==> config.mk <==
export PLATFORM = sky130hd
export DESIGN_NAME = timer
export DESIGN_NICKNAME = d
export VERILOG_FILES = /design/src/rtl/gb_pkg.sv /design/src/rtl/timer.sv
export SDC_FILE = /design/constraint.sdc
export NUM_CORES = 1
export LEC_CHECK = 0
export CORE_MARGIN = 3
export CORE_UTILIZATION = 60
export CTS_BUF_LIST = sky130_fd_sc_hd__clkbuf_4
export CTS_CLUSTER_DIAMETER = 50
export DETAILED_ROUTE_END_ITERATION = 12
export GPL_ROUTABILITY_DRIVEN = 0
export PLACE_DENSITY = 0.95
export SLEW_MARGIN = 25
export SYNTH_ARGS = -nofsm -noshare
export SYNTH_HDL_FRONTEND = slang
export SYNTH_SLANG_ARGS = --single-unit
==> constraint.sdc <==
create_clock -name clk -period 6.7 [get_ports clk]
set_input_delay 2.01 -clock clk [delete_from_list [all_inputs] [get_ports clk]]
set_output_delay 2.01 -clock clk [all_outputs]
set_load 0.005 [all_outputs]
==> src/rtl/gb_pkg.sv <==
// gb_pkg: shared timer state type, register addresses and read masks
package gb_pkg;
  typedef enum logic [1:0] {TimerNormal, TimerOverflow, TimerReload} timer_state_e;
  localparam logic [15:0] ADDR_DIV = 16'hFF04;
  localparam logic [15:0] ADDR_TIMA = 16'hFF05;
  localparam logic [15:0] ADDR_TMA = 16'hFF06;
  localparam logic [15:0] ADDR_TAC = 16'hFF07;
  localparam logic [7:0] TAC_READ_MASK = 8'hF8;
endpackage

==> src/rtl/timer.sv <==
// timer: DIV/TIMA/TMA/TAC bus responder with delayed TIMA reload and one-clock irq
module timer
  import gb_pkg::*;
(
  input  logic        clk,
  input  logic        reset,
  input  logic [1:0]  t_cycle,
  input  logic [15:0] bus_addr,
  input  logic        bus_enable,
  input  logic        bus_write,
  input  logic [7:0]  bus_data_in,
  output logic [7:0]  bus_data_out,
  output logic        bus_selected,
  output logic        timer_irq
);
  logic [15:0] counter_q, counter_d;
  logic [7:0] tima_q, tima_d, tma_q, tma_d;
  logic [2:0] tac_q, tac_d;
  logic [1:0] phase_q, phase_d;
  logic tick_q, tick, inc, irq_d;
  logic wr, wr_div, wr_tima, wr_tma, wr_tac;
  timer_state_e state_q, state_d;
  assign bus_selected = bus_enable && bus_addr[15:2] == ADDR_DIV[15:2];
  assign wr = bus_selected && bus_write && t_cycle == 2'd3;
  assign wr_div = wr && bus_addr == ADDR_DIV;
  assign wr_tima = wr && bus_addr == ADDR_TIMA;
  assign wr_tma = wr && bus_addr == ADDR_TMA;
  assign wr_tac = wr && bus_addr == ADDR_TAC;
  assign bus_data_out = !bus_selected ? 8'hFF :
                        bus_addr[1:0] == 2'd0 ? counter_q[15:8] :
                        bus_addr[1:0] == 2'd1 ? tima_q :
                        bus_addr[1:0] == 2'd2 ? tma_q : (TAC_READ_MASK | {5'd0, tac_q});
  assign tick = tac_q[2] && (tac_q[1:0] == 2'd0 ? counter_q[9] :
                             tac_q[1:0] == 2'd1 ? counter_q[3] :
                             tac_q[1:0] == 2'd2 ? counter_q[5] : counter_q[7]);
  // falling tick edges also come from DIV/TAC writes, matching the original hardware glitch
  assign inc = tick_q && !tick;
  always_comb begin
    counter_d = wr_div ? 16'd0 : counter_q + 16'd1;
    tac_d = wr_tac ? bus_data_in[2:0] : tac_q;
    tma_d = wr_tma ? bus_data_in : tma_q;
    tima_d = tima_q;
    state_d = state_q;
    phase_d = state_q == TimerNormal ? 2'd0 : phase_q + 2'd1;
    irq_d = 1'b0;
    case (state_q)
      TimerNormal: begin
        if (wr_tima) tima_d = bus_data_in;
        else if (inc && tima_q == 8'hFF) begin
          tima_d = 8'h00;
          state_d = TimerOverflow;
        end else if (inc) tima_d = tima_q + 8'd1;
      end
      TimerOverflow: begin
        if (wr_tima) begin
          tima_d = bus_data_in;
          state_d = TimerNormal;
          phase_d = 2'd0;
        end else if (phase_q == 2'd3) begin
          tima_d = tma_q;
          irq_d = 1'b1;
          state_d = TimerReload;
          phase_d = 2'd0;
        end
      end
      default: begin
        if (wr_tma) tima_d = bus_data_in;
        if (phase_q == 2'd3) begin
          state_d = TimerNormal;
          phase_d = 2'd0;
        end
      end
    endcase
  end
  always_ff @(posedge clk or posedge reset) begin
    if (reset) begin
      counter_q <= '0;
      tima_q <= '0;
      tma_q <= '0;
      tac_q <= '0;
      tick_q <= 1'b0;
      state_q <= TimerNormal;
      phase_q <= '0;
      timer_irq <= 1'b0;
    end else begin
      counter_q <= counter_d;
      tima_q <= tima_d;
      tma_q <= tma_d;
      tac_q <= tac_d;
      tick_q <= tick;
      state_q <= state_d;
      phase_q <= phase_d;
      timer_irq <= irq_d;
    end
  end
endmodule

==> summary.md, run 1 <==
| Metric | Value |
|---|---|
| Setup TNS | `0 ps` |
| Drt via density | `6.63` |
| Clock-pin slew on the worst setup and hold paths | `120 ps` |
| Number of synthesized flops with an enable pin | `0` |
| Post-CTS setup buffer count | `0` |
| Seq pwr share | `59.9%` |
| Max-Cap Viols | `0` |
| Crit. End Element | `output port` |
| Fin. max-slew vios | `0` |
| Vias | `2242` |
| Die area | `4990 um^2` |
| Ys flop type | `dfrtp_1` |
| Post-synth ARST share | `100%` |
| FMAX | `159 MHz` |
| Share of cells above drive strength 1 | `16.2%` |
| Comb power frac | `9.5%` |
| CTS buffer count | `5` |
| Post-DRT Antenna Nets | `0` |
| CP startpoint kind | `input port` |
| Slowest CP cell | `or4_4` |
| Post-DP HPWL | `4640 um` |
| Number of cell instances on the worst register-to-register path | `4` |
| Switching power | `0.105 mW` |
| CTS Hold Bufs | `0` |
| Wirelength per Cell | `18.6 um` |
| Die width | `70.7 um` |
| Slowest Stage Delay on Critical Path | `600 ps` |
| Reg2Reg Launch Point | `state_q[0]$_DFFE_PP0P_` |
| First-pass GRT wire length | `10500 um` |
| Most used cell, CP | `clkdlybuf4s50_1` |
| Start point of the worst hold path | `phase_q[0]$_DFF_PP0_` |
| Starting Density | `65.1%` |
| CTS Buffer Depth | `2` |
| Skew-Pair Late Insertion Delay | `370 ps` |
| Vias in the first global route | `2235` |
| Max FO, Critical Path | `14` |
| Synth Register Bits | `41` |
| Endpoints failing setup | `0` |
| Power Density | `139 nW/um^2` |
| Leakage | `1.24 nW` |
| Hold slack final | `453 ps` |
| DR DRC count | `0` |
| WP data required | `4690 ps` |
| Mapped Avg Cell Area | `10.1 um^2` |
| Grt ovf | `0` |
| Syn. warnings | `0` |
| Netlist cell types | `61` |
| Routed wire length | `6280 um` |
| Critical-path cell list | `clkdlybuf4s50_1 -> or4b_1 -> or4_4 -> inv_4 -> nand2_1 -> clkdlybuf4s50_1` |
| Root buf cell | `clkbuf_4` |
| Setup CP Type | `input port to output port` |
| Synth top area share | `40.9%` |
| Clock skew | `10.0 ps` |
| Htree depth | `2` |
| CTS tree | `yes` |
| Min-delay worst type | `flop to flop` |
| Final-report hold violation count | `0` |
| Pre-antenna DRT Iters | `5` |
| Slew @ Worst Pin | `865 ps` |
| Seq/Total Area, Yosys | `40.9%` |
| Net Count, Synth | `282` |
| # nets final | `322` |
| Finished Layout Cells | `338` |
| Area of the mapped netlist | `2510 um^2` |
| Initial antenna violation count | `0` |
| VDD IR max | `0.120 mV` |
| Iter 0 DRT Violations | `312` |
| Placed cell area | `2940 um^2` |
| Outcome | `finished, final reports clean` |
| Net Sw Frac | `25.3%` |
| Buffers on Ports | `39` |
| Largest net degree at the start of global routing | `42` |
| CTS Sinks | `41` |
| Tcrit/Tclk final | `93.6%` |
| Min-Delay Path Depth | `1` |
| Minimum clock period | `6270 ps` |
| Diode count | `0` |
| Row count | `22` |
| GRT Util Overall | `26.7%` |
| CTS resizes | `0` |
| Core area | `3850 um^2` |
| Clock power share | `30.5%` |
| Relative slew margins | `41.9%` |
| Unrepaired setup endpoints after global routing | `false` |
| Int Power | `0.310 mW` |
| Area contributors post-synth | `dfrtp_1 41%, mux2_2 8.1%, nand2_1 2.8%, nor2_1 2.8%, mux4_2 2.7%` |
| Post-synth top area cell | `dfrtp_1` |
| Die H | `70.7 um` |
| CP Data Arrival Time | `4260 ps` |
| Post-route cell area | `2990 um^2` |
| Ports | `40` |
| Post-Synthesis Cells | `249` |
| Area Growth Syn to Fin | `19.2%` |
| Inst Count DP | `330` |
| Critical Path Start | `bus_addr[4]` |
-- through the flow --
| step | worst slack (ps) | power [mW] | utilization [%] |
|---|---|---|---|
| final | 426 | 0.416 | 77.6 |
| after global routing | 328 | 0.428 | 77.6 |
| after CTS | 426 | 0.415 | 77.6 |
| after detailed placement | 432 | 0.293 | 76.2 |
| after global placement | 435 | 0.292 | 76.2 |
| after floorplan | 1190 | 0.269 | - |
-- final timing paths --
kind	to	slack, ps
min in group asynchronous	tma_q[2]$_DFFE_PP0P_	2060
hold / removal	phase_q[0]$_DFF_PP0_	450
setup / recovery	bus_data_out[3]	430
hold reg to reg	phase_q[0]$_DFF_PP0_	450
max in group asynchronous	tma_q[5]$_DFFE_PP0P_	4290
setup reg to reg	tima_q[6]$_DFFE_PP0P_	4600
-- Yosys cell counts (2+ instances only) --
cell type  instances
a211oi_1           2
a21oi_1            7
a221oi_1           2
a22oi_1            3
and2_1             4
and2b_2            2
and4_1             4
clkbuf_1           5
dfrtp_1           41
ha_1               3
inv_1             10
mux2_1             2
mux2_2            18
mux2i_1            6
mux4_2             3
nand2_1           19
nand2b_1           4
nand3_1            9
nand4_1            8
nand4b_1           2
nor2_1            19
nor2b_1            4
nor3_1             3
o211ai_1           4
o21ai_0            9
o22ai_1            8
o32ai_1            2
or2b_2             2
or3_1              4
xnor2_1            5
xor2_1             5
-- registers in the layout, summed over array words and instances (netlist names) --
register and flops:
tac_q 3, state_q 2, tma_q 8, tick_q 1, tima_q 8, timer_irq 1, phase_q 2, counter_q 16
-- power by group through the flow --
stage          combinational, mW  clock (mW)  sequential, mW
3_5_place_dp              0.0393           0           0.254
5_1_grt                   0.0426       0.136           0.249
6_report                  0.0395       0.127           0.249
4_1_cts                   0.0395       0.127           0.249
3_3_place_gp              0.0383           0           0.254
2_1_floorplan             0.0152           0           0.254
-- routing by layer --
metal | wire, um | global-route usage [%]
met1 | 2590 | 34.7
met2 | 3080 | 44.0
met3 | 512 | 5.40
met4 | 93 | 10.9
met5 | 0 | 0
-- final cells by class --
cell class              count  area (um^2)
clock buffers               5         37.5
clock inverters             3         17.5
fillers                   250          862
inverters                  11         43.8
multi-input cells         189         1400
flip-flops and latches     41         1030
well taps                  48         60.1
repair buffers             41          405
-- cell usage in the layout, fill, tap and decap left out, types with 6 or more instances in the layout --
master           Yosys  final
mux2i_1              6      6
clkdlybuf4s50_1      0     39
dfrtp_1             41     41
nand2_1             19     19
mux2_2              18     18
a21oi_1              7      7
nor2_1              19     19
nand3_1              9      9
o21ai_0              9      9
o22ai_1              8      8
inv_1               10     10
nand4_1              8      8
-- cell families (layout without fill, tap and decap cells) --
| family | after synthesis | count (layout) | synth area share [%] |
|---|---|---|---|
| buffers and inverters | 19 | 60 | 3.29 |
| adders and majority gates | 3 | 3 | 1.50 |
| xor gates and xnor gates | 10 | 10 | 3.49 |
| and+or+nand+nor | 95 | 95 | 21.9 |
| muxes | 29 | 29 | 14.1 |
| AOI/OAI and AO/OA | 52 | 52 | 14.9 |
| DFF | 41 | 41 | 40.9 |
-- critical path: cells and delay by family --
family	cells	cell delay [ps]
simple gates	3	1190
buf+inv	3	1050
No activity file was read; power rests on OpenSTA's default activity.
==> run 2: changes to the inputs <==
- CAP_MARGIN: default -> 10
==> results of run 2 <==
Final layout, timing and power as in run 1 (identical DEF).
